## config.mk

```make
export PLATFORM = sky130hd
export DESIGN_NAME = irig_pwm_decoder
export DESIGN_NICKNAME = d
export VERILOG_FILES = /design/src/rtl/irig_pwm_decoder.sv
export SDC_FILE = /design/constraint.sdc
export NUM_CORES = 1
export LEC_CHECK = 0
export CELL_PAD_IN_SITES_DETAIL_PLACEMENT = 1
export CELL_PAD_IN_SITES_GLOBAL_PLACEMENT = 2
export CORE_MARGIN = 2
export CORE_UTILIZATION = 33
export CTS_BUF_LIST = sky130_fd_sc_hd__clkbuf_16
export CTS_CLUSTER_SIZE = 20
export DETAILED_ROUTE_END_ITERATION = 16
export PLACE_DENSITY = 0.73
export SYNTH_ARGS = -nofsm -noshare
export SYNTH_HDL_FRONTEND = slang
export SYNTH_SLANG_ARGS = --single-unit
```

## constraint.sdc

```tcl
create_clock -name clk -period 3.3 [get_ports clk]
set_input_delay 0.33 -clock clk [delete_from_list [all_inputs] [get_ports clk]]
set_output_delay 0.33 -clock clk [all_outputs]
set_load 0.005 [all_outputs]
```

## src/rtl/irig_pwm_decoder.sv

```systemverilog
// IRIG-B pulse-width decoder: measures high pulses, classifies them as
// zero/one/marker/error, and tracks frame alignment and the 0..99 bit position.
module irig_pwm_decoder #(
  parameter int MS_TICKS = 1000,
  parameter int CNT_W    = 16
) (
  input  logic       clk,
  input  logic       rst_n,
  input  logic       irig_d0,
  output logic       sym_valid,
  output logic [1:0] sym_code,
  output logic       frame_start,
  output logic [6:0] bit_index,
  output logic       locked
);

  typedef enum logic [1:0] {IDLE, LOW, HIGH} state_t;

  localparam logic [1:0] SYM_ZERO = 2'b00;
  localparam logic [1:0] SYM_ONE  = 2'b01;
  localparam logic [1:0] SYM_MARK = 2'b10;
  localparam logic [1:0] SYM_ERR  = 2'b11;

  localparam logic [CNT_W:0]   T_ZERO = (CNT_W+1)'(MS_TICKS);
  localparam logic [CNT_W:0]   T_ONE  = (CNT_W+1)'(7  * MS_TICKS / 2);
  localparam logic [CNT_W:0]   T_MARK = (CNT_W+1)'(13 * MS_TICKS / 2);
  localparam logic [CNT_W:0]   T_ERR  = (CNT_W+1)'(19 * MS_TICKS / 2);
  localparam logic [CNT_W-1:0] T_LOS  = CNT_W'(12 * MS_TICKS);

  state_t           state, state_nxt;
  logic [CNT_W-1:0] cnt;
  logic             prev_mk;

  logic             emit, rise, los;
  logic [CNT_W:0]   width;
  logic [1:0]       code;
  logic             is_mk, exp_mk;
  logic [6:0]       nxt_idx;

  // state register
  always_ff @(posedge clk or negedge rst_n) begin
    if (!rst_n) state <= IDLE;
    else        state <= state_nxt;
  end

  // next-state logic
  always_comb begin
    state_nxt = state;
    case (state)
      IDLE:    if (!irig_d0) state_nxt = LOW;
      LOW:     if (irig_d0)  state_nxt = HIGH;
      HIGH:    if (!irig_d0) state_nxt = LOW;
      default: state_nxt = IDLE;
    endcase
  end

  // state-decoded actions; a rise wins over a simultaneous timeout
  always_comb begin
    emit = (state == HIGH) && !irig_d0;
    rise = (state == LOW)  &&  irig_d0;
    los  = (state == LOW)  && !irig_d0 && (cnt > T_LOS);
  end

  // The rising edge that leaves LOW already sampled a 1, so W = cnt + 1.
  always_comb begin
    width = {1'b0, cnt} + 1'b1;
    if (&cnt)                code = SYM_ERR;
    else if (width < T_ZERO) code = SYM_ERR;
    else if (width < T_ONE)  code = SYM_ZERO;
    else if (width < T_MARK) code = SYM_ONE;
    else if (width < T_ERR)  code = SYM_MARK;
    else                     code = SYM_ERR;
    is_mk   = (code == SYM_MARK);
    nxt_idx = (bit_index == 7'd99) ? 7'd0 : bit_index + 7'd1;
    exp_mk  = ((nxt_idx % 7'd10) == 7'd9);
  end

  always_ff @(posedge clk or negedge rst_n) begin
    if (!rst_n) begin
      cnt <= '0;
    end else begin
      case (state)
        LOW:     cnt <= rise ? '0 : ((&cnt) ? cnt : cnt + 1'b1);
        HIGH:    cnt <= emit ? '0 : ((&cnt) ? cnt : cnt + 1'b1);
        default: cnt <= '0;
      endcase
    end
  end

  always_ff @(posedge clk or negedge rst_n) begin
    if (!rst_n) begin
      sym_valid   <= 1'b0;
      sym_code    <= SYM_ZERO;
      frame_start <= 1'b0;
      bit_index   <= '0;
      locked      <= 1'b0;
      prev_mk     <= 1'b0;
    end else begin
      sym_valid   <= 1'b0;
      frame_start <= 1'b0;
      if (emit) begin
        sym_valid <= 1'b1;
        sym_code  <= code;
        prev_mk   <= is_mk;
        if (is_mk && prev_mk) begin
          frame_start <= 1'b1;
          bit_index   <= '0;
          locked      <= 1'b1;
        end else if (locked) begin
          // any position or error inconsistency drops alignment
          if ((code == SYM_ERR) || (is_mk != exp_mk)) begin
            locked    <= 1'b0;
            bit_index <= '0;
          end else begin
            bit_index <= nxt_idx;
          end
        end
      end
      if (los) begin
        locked    <= 1'b0;
        prev_mk   <= 1'b0;
        bit_index <= '0;
      end
    end
  end

endmodule

```

* Yosys cells after proc, flatten, opt, wreduce, memory -nomap -nowiden *
Cells that the tools add are included.

operators by class
  multiplexer cells = 28
  shift-type cells = 0
  magnitude comparators = 5
  reductions and logical operators = 14
  bitwise operators = 0
  multipliers = 0
  add/subtract/negate cells = 3
  divide/modulo/power cells = 1
  equal/unequal tests = 9

operators by type and width
  operator                                                         number
  2-to-1 mux 16 bit                                                3
  2-to-1 mux 7 bit                                                 6
  one-hot mux 16 bit (2 select lines)                              1
  adder 16 x 1 -> 17 bit, second input constant                    1
  < comparator 17 x 10 -> 1 bit, second input constant             1
  < comparator 17 x 12 -> 1 bit, second input constant             1
  < comparator 17 x 13 -> 1 bit, second input constant             1
  < comparator 17 x 14 -> 1 bit, second input constant             1
  adder 16 x 1 -> 16 bit, second input constant                    1
  greater-than comparator 16 x 14 -> 1 bit, second input constant  1
  AND reduction 16 bit                                             1
  2-to-1 mux 2 bit                                                 6
  2-to-1 mux 1 bit                                                 11
  adder 7 x 1 -> 7 bit, second input constant                      1
  equality test 7 x 4 -> 1 bit, second input constant              1
  equality test 7 bit, second input constant                       1
  remainder unit 7 x 4 -> 7 bit, second input constant             1
  equality test 2 bit, second input constant                       3
  logical AND 1 bit                                                5
  != test 2 bit, second input constant                             2
  one-hot mux 2 bit (2 select lines)                               1
  AND reduction 2 bit                                              2
  nonzero test 3 bit                                               1
  equality test 2 x 1 -> 1 bit, second input constant              1
  6 further kinds                                                  6

word-level totals
  input bits = 3
  memories kept = 0
  bits in registers = 31
  output and inout bits = 12
  memory bits (writable) = 0
  bits in latches = 0
  memory bits (read-only) = 0
  logic and storage cells = 68

* Depth between registers and ports, before layout *
  depth after elaboration = 15
  mapped depth = 15
  mapped depth without buffers = 14

* Least setup slack after synthesis *
Ideal clock, no wire load.

  kind = register -> register
  start point = register bit_index[0]
  end point = register bit_index[0]
  buffers on the path = 1
  cell stages (with the launch flop) = 15
  slack = -289 ps
  setup time = 90 ps
  clock period less this slack = 3589 ps
  required time = 3210 ps
  arrival time = 3499 ps
  cells stage by stage = dfrtp_1 ha_1 buf_2 o21ai_1 a211oi_2 a211oi_1 nor4_2 ha_1 nor3b_1 a21oi_1 nor3_1 o21ai_0 or3b_1 a211o_4 o31ai_4

on the way
  cells in the longest elaborated chain, start to end = 11
  elaborated cells on any way between the ends = 12
  classes of those cells = add/sub (1); div (1); eq/ne (3); mux (6); reduce/logical (1)

ends and longest elaborated chain
  element                                                      line  source
  start: declaration                                           13    output logic [6:0] bit_index,
  start signal: assignment                                     115   bit_index <= nxt_idx;
  adder 7 x 1 -> 7 bit or equality test 7 bit (tied branches)  74    nxt_idx = (bit_index == 7'd99) ? 7'd0 : bit_index + 7'd1;
  2-to-1 mux 7 bit (*)                                         74
  remainder unit 7 x 4 -> 7 bit                                75    exp_mk = ((nxt_idx % 7'd10) == 7'd9);
  equality test 7 x 4 -> 1 bit                                 75
  != test 1 bit                                                111   if ((code == SYM_ERR) || (is_mk != exp_mk)) begin
  logical OR 1 bit                                             111
  2-to-1 mux 7 bit (*)                                         111
  2-to-1 mux 7 bit (*)                                         109   end else if (locked) begin
  2-to-1 mux 7 bit (*)                                         105   if (is_mk && prev_mk) begin
  2-to-1 mux 7 bit (*)                                         101   if (emit) begin
  2-to-1 mux 7 bit (*)                                         119   if (los) begin

Every way passes the cells marked *; elsewhere a longest branch is shown, timed or not. The select of a mux whose other input is x is not followed.
A chain may end at the register's enable or synchronous reset.

* Worst setup path in the final report *
  start point = register bit_index[1]
  end point = register bit_index[0]

Same word-level chain as after synthesis.

==> impl_summary.txt <==
----------------------------------------------------
[Timing]
  Relative slew margins ... 0.562
  Setup-failing EPs final ... 7
  Portion of the clock cycle consumed by the worst path in the final layout ... 1.05
  Setup TNS after final layout ... -0.918 ns
  Time the final worst path needs with I/O delays and setup ... 3.48 ns
  Worst-margin pin slew ... 0.655 ns
  Final Slew Violations ... 0
  Achievable frequency ... 288 MHz
  Unrepaired setup endpoints after global routing ... true
  Final Worst Setup Slack ... -0.176 ns
  Endpoints failing hold ... 0
  Clock skew ... 0.00339 ns

[Synthesis]
  #FFs+latches synth ... 31
  Post-synthesis area per instance ... 8.06 um^2
  Synth cell types ... 72
  Async set-or-reset flop fraction in the synthesized netlist ... 1.00
  Yosys Warn Count ... 0
  Most instantiated flip-flop cell in the synthesis netlist ... dfrtp_1
  Proportion of synthesized chip area in sequential cells ... 0.260
  Post-synthesis cell count ... 370
  Number of flops mapped to enable cells by yosys ... 0
  Syn Nets ... 383
  Syn Std Cell Area ... 2980 um^2

[Global routing]
  Total congestion overflow ... 0
  Number of antenna violations at the first check in global routing ... 0
  Global-route wire length before repair ... 17.0 mm
  Via count of the first global-routing pass ... 3308
  Maximum number of pins on one net before global-route repair ... 20
  Total GRT Usage ... 0.216

[Routing]
  Post-DRT Antenna Nets ... 0
  Post-detailed-route via-to-cell ratio ... 5.69
  Detailed-router iteration count before antenna repair ... 4
  Violation count after the first detailed-routing iteration ... 115
  Remaining routing DRC violations ... 0
  Routed Wire Length ... 10.5 mm
  Final routed wire length divided by cell count ... 18.7 um
  Total number of vias ... 3199

[Power and ir drop]
  Power after layout ... 1.25 mW
  Leak pwr ... 1.69 nW
  Power density relative to cell area ... 299 nW/um^2
  Worst VDD drop ... 0.000299 V

[Setup path]
  Critical-path maximum fanout ... 7
  Critical path, cell by cell ... ha_4, buf_4, nand4b_1, a21oi_1, a211oi_2, a211oi_2, nor4_2, buf_4, ha_4, nor3b_4, a21oi_2, nor3_1, o21ai_1, or3b_4, a211o_4, o31ai_4
  Kind of start point of the critical path ... flip-flop
  Category of the worst setup path capture point ... flip-flop
  Data arrival, critical path ... 3.66 ns
  First element of the critical path ... bit_index[1]$_DFFE_PN0P_
  Slowest CP cell ... dfrtp_2
  Highest cell delay on the worst timing path ... 0.43 ns
  Start of the worst register-to-register path ... bit_index[1]$_DFFE_PN0P_
  CP Class ... reg -> reg
  Setup slack of the most critical reg-to-reg path ... -0.18 ns
  Required time of the worst setup path ... 3.49 ns

[Layout]
  Synth-to-layout area growth ... 40.2%
  Commonest cells after routing, fill and taps aside ... buf_4 (87), nand2_1 (40), a21oi_1 (27), dfrtp_1 (27), nor2_1 (20)
  Proportion of layout cells with a drive suffix above 1 ... 0.330
  Number of antenna repair diodes ... 0
  Most common library cell in the layout ignoring fill and taps ... buf_4
  Post-layout net count ... 466

[Floorplan]
  Die Height ... 99.1 um
  Number of ports placed on the die boundary ... 15
  Die Span X ... 99.1 um
  Area of the core ... 8720 um^2
  Total number of placement rows ... 34
  Starting utilization of the core area ... 0.342
  Die outline area ... 9810 um^2

[Clock network]
  Clock tree from TritonCTS ... done
  Number of buffers added by the clock tree synthesis step ... 5
  Clock latency at the later pin of the worst-skew pair ... 0.28 ns
  Clock input transition at the sequential cells of the worst setup and hold paths ... 0.05 ns
  # clock sinks ... 31
  Hold-fix buffers at CTS ... 0
  Clock root buffer ... clkbuf_16
  H-Tree Level Count ... 2
  Max clock buf depth ... 2

[Placement]
  Buffers added on ports ... 14
  HPWL after detailed placement ... 7.77 mm
  Final Wtd Congestion ... 0.904

[Min path]
  Worst hold-check path type ... in -> async

[Run]
  Max-capacitance violation count ... 0

[Status]
  Status ... complete, but fails checks
  Failing checks ... setup timing

----------------------------------------------------
==> report_power, final <==
part | total (mW) | internal (mW) | switching (mW)
Combinational | 0.212 | 0.0858 | 0.126
Clock | 0.607 | 0.430 | 0.177
Sequential | 0.433 | 0.412 | 0.0213
Total | 1.25 | 0.928 | 0.324
==> worst max-delay path: cells and delay by family (launching register included) <==
| kind | cells | cell delay (ns) |
|---|---|---|
| adders and majority gates | 2 | 0.35 |
| AOI/OAI and AO/OA | 7 | 1.29 |
| DFF | 1 | 0.43 |
| buffers and inverters | 2 | 0.32 |
| and+or+nand+nor | 5 | 0.97 |
==> layer usage <==
layer | share of wire | track usage | wire length [um] | vias up
met5 | 0 | 0 | 0 | -
met4 | 0.0085 | 0.0506 | 90 | 0
met3 | 0.022 | 0.0270 | 228 | 8
met2 | 0.49 | 0.353 | 5140 | 32
met1 | 0.48 | 0.304 | 5080 | 1625
li1 | - | - | - | 1534
==> Yosys cell counts, types with 3 or more instances <==
cell type,number,area [um^2]
nand3_1,11,55.1
nand2_1,40,150
a22oi_1,3,22.5
o21ai_0,15,75.1
a31o_2,3,26.3
nand4bb_1,3,33.8
a31oi_1,8,50.1
buf_2,12,60.1
nor2b_1,6,37.5
dfrtp_1,31,776
xnor2_1,16,140
ha_1,10,125
o32ai_1,3,26.3
a41oi_1,3,26.3
and3_1,7,43.8
nand2b_1,7,43.8
nand4b_1,4,35.0
o2bb2ai_1,6,52.6
nor4_2,3,37.5
clkbuf_1,11,41.3
nor3_1,10,50.1
xor2_1,3,26.3
or2_2,5,31.3
a21oi_1,32,160
and2_1,3,18.8
nand3b_1,3,22.5
mux2i_1,5,50.1
nand4_1,7,43.8
a211oi_1,3,22.5
inv_1,13,48.8
nor3b_1,4,30.0
o211ai_1,4,30.0
nor2_1,22,82.6
==> metrics by stage <==
step / instances / setup slack [ns] / area (um^2) / utilization / hold slack (ns)
3_3_place_gp: 541 / -0.247 / 3730 / 0.428 / 0.474
6_report: 562 / -0.176 / 4180 / 0.479 / 0.426
2_1_floorplan: 370 / 0.000436 / 3010 / - / 0.0344
4_1_cts: 555 / -0.0848 / 4060 / 0.466 / 0.453
3_5_place_dp: 541 / -0.266 / 3730 / 0.428 / 0.484
5_1_grt: 562 / -0.321 / 4180 / 0.479 / 0.478
==> area by class of cell <==
cell class / count / area [um^2]
sequential: 31 / 781
tap: 108 / 135
fill: 1018 / 4540
clock buffer: 5 / 125
inverter: 13 / 48.8
timing repair buffer: 104 / 836
multi-input combinational: 298 / 2190
clock inverter: 3 / 63.8
==> flip-flops by register name, indices dropped and copies added (netlist names) <==
signal       count
locked           1
bit_index        7
sym_code         2
prev_mk          1
frame_start      1
cnt             16
state            2
sym_valid        1
==> what timing repair did <==
item | CTS | global route
endpoints found under the setup margin | 8 | 8
buffers inserted | 6 | 7
gates resized for setup | 22 | 18
pin swaps | 4 | 4
==> cells by family after synthesis <==
| group | synth area share |
|---|---|
| flip-flops | 0.260 |
| AND/OR/NAND/NOR | 0.302 |
| adder cells (fa/ha/maj) | 0.0420 |
| buffers and inverters | 0.0629 |
| multiplexers | 0.0206 |
| AO/OA/AOI/OAI | 0.257 |
| XOR/XNOR | 0.0558 |
==> path summary, 6_finish.rpt <==
kind,depth (start not counted),end
min in group clk,2,sym_code[1]$_DFFE_PN0P_
worst max register to register,16,bit_index[0]$_DFFE_PN0P_
worst max-delay path,16,bit_index[0]$_DFFE_PN0P_
worst min-delay path,1,sym_valid$_DFF_PN0_
max in group asynchronous,2,bit_index[3]$_DFFE_PN0P_
worst min register to register,2,sym_code[1]$_DFFE_PN0P_
Power figures use the tool's default switching activity.
